===== config.mk =====
export PLATFORM = sky130hd
export DESIGN_NAME = gshare_predictor
export DESIGN_NICKNAME = d
export VERILOG_FILES = /design/src/rtl/gshare_predictor.sv
export SDC_FILE = /design/constraint.sdc
export NUM_CORES = 2
export LEC_CHECK = 0
export ABC_AREA = 1
export CAP_MARGIN = 0
export CORE_AREA = 5 5 290 292
export CTS_CLUSTER_DIAMETER = 120
export DETAILED_ROUTE_END_ITERATION = 10
export DIE_AREA = 0 0 295 297
export PLACE_DENSITY = 0.62
export SLEW_MARGIN = 5
export SYNTH_ARGS = -nofsm -noshare
export SYNTH_HDL_FRONTEND = slang
export SYNTH_SLANG_ARGS = --single-unit

===== constraint.sdc =====
create_clock -name clk -period 25.2 [get_ports clk]
set_input_delay 6.3 -clock clk [delete_from_list [all_inputs] [get_ports clk]]
set_output_delay 6.3 -clock clk [all_outputs]
set_load 0.05 [all_outputs]

===== src/rtl/gshare_predictor.sv =====
// gshare branch direction predictor: PC xor global history indexes a table of
// 2-bit saturating counters; speculative history is repaired on mispredict.
module gshare_predictor #(
   parameter int GHR_W     = 8,
   parameter int BHT_IDX_W = 8
) (
   input  logic                 clk,
   input  logic                 rst,
   input  logic                 pred_req,
   input  logic                 pred_is_br,
   input  logic [31:0]          pred_pc,
   output logic                 pred_valid,
   output logic                 pred_taken,
   output logic [GHR_W-1:0]     pred_ghr,
   input  logic                 upd_valid,
   input  logic                 upd_is_br,
   input  logic [31:0]          upd_pc,
   input  logic [GHR_W-1:0]     upd_ghr,
   input  logic                 upd_taken,
   input  logic                 upd_mispredict,
   output logic [31:0]          perf_br_cnt,
   output logic [31:0]          perf_mp_cnt
);

   localparam int ENTRIES = 1 << BHT_IDX_W;

   logic [1:0]           pht [ENTRIES];
   logic [GHR_W-1:0]     ghr;
   logic [GHR_W-1:0]     ghr_next;
   logic [BHT_IDX_W-1:0] pred_idx;
   logic [BHT_IDX_W-1:0] upd_idx;
   logic                 pred_bit;
   logic                 recover;
   logic                 spec_shift;
   logic                 train;
   logic [1:0]           upd_ctr;
   logic [1:0]           ctr_next;
   logic                 unused;

   assign pred_idx   = pred_pc[BHT_IDX_W+1:2] ^ BHT_IDX_W'(ghr);
   assign upd_idx    = upd_pc[BHT_IDX_W+1:2] ^ BHT_IDX_W'(upd_ghr);
   assign pred_bit   = pred_is_br & pht[pred_idx][1];
   assign recover    = upd_valid & upd_mispredict;
   assign spec_shift = pred_req & pred_is_br & ~recover;
   assign train      = upd_valid & upd_is_br;
   assign upd_ctr    = pht[upd_idx];
   assign unused     = ^{pred_pc[31:BHT_IDX_W+2], pred_pc[1:0],
                         upd_pc[31:BHT_IDX_W+2], upd_pc[1:0]};

   always_comb begin
      ctr_next = upd_ctr;
      if (upd_taken) begin
         if (upd_ctr != 2'b11) ctr_next = upd_ctr + 2'd1;
      end else begin
         if (upd_ctr != 2'b00) ctr_next = upd_ctr - 2'd1;
      end
   end

   // Recovery from the resolving branch's snapshot outranks a speculative shift.
   always_comb begin
      ghr_next = ghr;
      if (recover) begin
         if (upd_is_br) ghr_next = {upd_ghr[GHR_W-2:0], upd_taken};
         else           ghr_next = upd_ghr;
      end else if (spec_shift) begin
         ghr_next = {ghr[GHR_W-2:0], pred_bit};
      end
   end

   always_ff @(posedge clk or posedge rst) begin
      if (rst) begin
         for (int i = 0; i < ENTRIES; i++) pht[i] <= 2'b01;
      end else if (train) begin
         pht[upd_idx] <= ctr_next;
      end
   end

   // pred_valid pulses for exactly one cycle after each pred_req; there is no
   // ready/back-pressure, so fetch must take pred_taken/pred_ghr on that cycle.
   always_ff @(posedge clk or posedge rst) begin
      if (rst) begin
         ghr        <= '0;
         pred_valid <= 1'b0;
         pred_taken <= 1'b0;
         pred_ghr   <= '0;
      end else begin
         ghr        <= ghr_next;
         pred_valid <= pred_req;
         if (pred_req) begin
            pred_taken <= pred_bit;
            pred_ghr   <= ghr;
         end
      end
   end

   always_ff @(posedge clk or posedge rst) begin
      if (rst) begin
         perf_br_cnt <= '0;
         perf_mp_cnt <= '0;
      end else if (train) begin
         if (perf_br_cnt != 32'hFFFF_FFFF) perf_br_cnt <= perf_br_cnt + 32'd1;
         if (upd_mispredict && perf_mp_cnt != 32'hFFFF_FFFF)
            perf_mp_cnt <= perf_mp_cnt + 32'd1;
      end
   end

endmodule


==> metrics.csv <==
metric,value,unit
status,completed,
clockPowerShare,37.9,%
synth_nets,5033,
grt_pass1_wl,187000,µm
power.switching,1.04,mW
ys_seq_elements,594,
avgSynthCellArea,6.83,µm²
cts-buffers-inserted,70,
drv_cap,0,
io_buffer_count,105,
grt_pass1_vias,31570,
worstMarginPinSlew,1.27,ns
htreeDepth,3,
layout_common_cells,"nand2_1 (2,184), nand3_1 (941), inv_1 (368)",
row_count,105,
drtPass1Iterations,6,
p_leak,17.0,nW
crit_path_max_fanout,101,
cts_resized,0,
finalCritPeriodShare,53.7,%
synth_area,0.0338,mm²
combPwrFrac,24.6,%
layout_commonest_cell,nand2_1,
hold_class,register to register,
setup_viol,0,
p_int,1.81,mW
drive_gt1_share,9.02,%
synth_edf_count,0,
dp_hpwl,68600,µm
pin_count,154,
irDropWorstVdd,69.1,µV
vias,33472,
crit_path_top_delay_cell,buf_4,
setup.worst_path.class,input pin to register,
die_y,297,µm
start_kind,input pin,
nets,4982,
drtIter0Drc,3960,
hold_viol,0,
place.gp.congestion,0.885,
synth_ff_type,dfrtp_1,
place_ws,11.16,ns
grt.overflow.total,0,
grt_max_degree,166,
max_stage_delay,0.99,ns
power,2.85,mW
crit_required,25.78,ns
ys_async_sr_fraction,100,%
vias_per_cell,5.55,
crit_top_cell,nand2_1,
min_period,13.53,ns
fin_skew,0.0469,ns
wl_per_cell,20.1,µm
root_buffer,clkbuf_16,
cts_setup_buffers,0,
drc,0,
switching_share,36.5,%
crit_arrival,14.10,ns
path_clk_slew,0.06,ns
cts_tree,yes,
cts_sinks,594,
routed_wl,121000,µm
syn-instance-count,4951,
seqPwrFrac,37.5,%
path_cells,clkdlybuf4s50_1 > inv_1 > nand2_1 > nand2_4 > buf_4 > buf_4 > buf_4 > nand2_1 > nand3_1 > nand3_1 > nand2_1 > o21ai_1 > nand2_1 > nor2_1 > nor2_1 > nor2_1 > nand3_4 > nand2_1 > nand2_8 > buf_4 > nand2_1 > nand2_1,
fin_tns_setup,0,ns
place_area,0.0356,mm²
max_clock_freq,0.0739,GHz
cts_buffer_depth,3,
start_util,41.6,%
synthToLayoutAreaGrowth,12.3,%
ant_nets,0,
slew_headroom,14.9,%
clk_latency,0.65,ns
antenna_found_initial,0,
drv_slew,0,
place_inst,5898,
worst_slack,11.67,ns
yosys_warnings,0,
powerDensity,75.1,mW/mm²
fp.dieW,295,µm
ctsHoldBuffers,0,
final_area,0.0380,mm²
yosys.cell_types.count,27,
dieArea,0.0876,mm²
final_cells,6028,
end_kind,register,
rsz0062_at_grt,no,
seq_area_frac_synth,44.9,%
coreArea,0.0813,mm²
grt_usage,27.0,%
## final cells by class
type	count	area (µm²)
Antenna cell	2	5.00
Clock buffer	104	2010
Clock inverter	24	424
Fill cell	8085	43300
Inverter	370	1400
Multi-Input combinational cell	3697	16100
Sequential cell	594	15200
Tap cell	1070	1340
Timing Repair Buffer	167	1550
## state kept, by name (all words and copies together) (netlist names)
signal       flops
perf_mp_cnt     32
pred_valid       1
pred_ghr         8
ghr              8
perf_br_cnt     32
pht            512
pred_taken       1
## cell usage after synthesis, drive strengths merged, types with 2 or more instances
cell	instances	area [µm²]
xnor2	44	393
clkbuf	143	537
nor2	168	631
nand4	29	181
a31oi	2	12.5
nor3	226	1130
nand3b	2	15.0
nor4	2	12.5
mux2	2	22.5
ha	2	25.0
dfrtp	338	8460
nand2	2191	8230
xor2	30	263
inv	370	1390
a21oi	21	105
nand3	942	4710
dfstp	256	6730
buf	147	810
o21ai	33	165
## through the flow
stage | hold slack (ns) | utilization (%)
6_report | 0.465 | 46.7
5_1_grt | 0.471 | 46.7
4_1_cts | 0.465 | 46.7
3_5_place_dp | 0.456 | 43.7
3_3_place_gp | 0.454 | 43.7
2_1_floorplan | 0.447 | -
## power groups by stage
stage / registers (mW) / logic [mW] / clock network (mW)
after floorplan: 1.11 / 0.410 / 0
after global placement: 1.08 / 0.681 / 0
after detailed placement: 1.08 / 0.684 / 0
after CTS: 1.07 / 0.684 / 1.10
after global routing: 1.08 / 0.736 / 1.14
final: 1.07 / 0.701 / 1.08
## routing by layer
layer	track usage, %	part of all wire, %	up-vias
met2	40.8	44	1625
met1	38.7	43	16049
met3	5.80	10	232
met4	8.74	3.1	0
met5	0	0	-
li1	-	-	15566
## final timing paths
check / slack [ns] / depth (start not counted) / start / to
max reg2reg: 20.42 / 15 / pht[263] / pht[2]
min: 0.46 / 2 / pht[54] / pht[54]
min in group asynchronous: 6.19 / 2 / rst / pht[287]
max: 11.67 / 22 / upd_ghr[0] / pht[2]
max in group asynchronous: 16.02 / 5 / rst / perf_mp_cnt[26]
min reg2reg: 0.46 / 2 / pht[54] / pht[54]
## cells by family (layout without fill, tap and decap cells)
logic type | count (synthesis) | count (layout) | share of synthesized area, %
AO/OA/AOI/OAI | 56 | 56 | 0.836
XOR/XNOR | 74 | 74 | 1.94
adder cells (fa/ha/maj) | 2 | 2 | 0.0739
buffers and inverters | 660 | 665 | 8.08
flip-flops | 594 | 594 | 44.9
multiplexers | 2 | 2 | 0.0666
other | 0 | 2 | 0
AND/OR/NAND/NOR | 3563 | 3563 | 44.1
## worst max-delay path: cells and delay by family
family	cells	cell delay [ns]
AOI/OAI and AO/OA	1	0.10
buffers and inverters	6	3.86
and+or+nand+nor	15	3.63
Power figures use the tool's default switching activity.
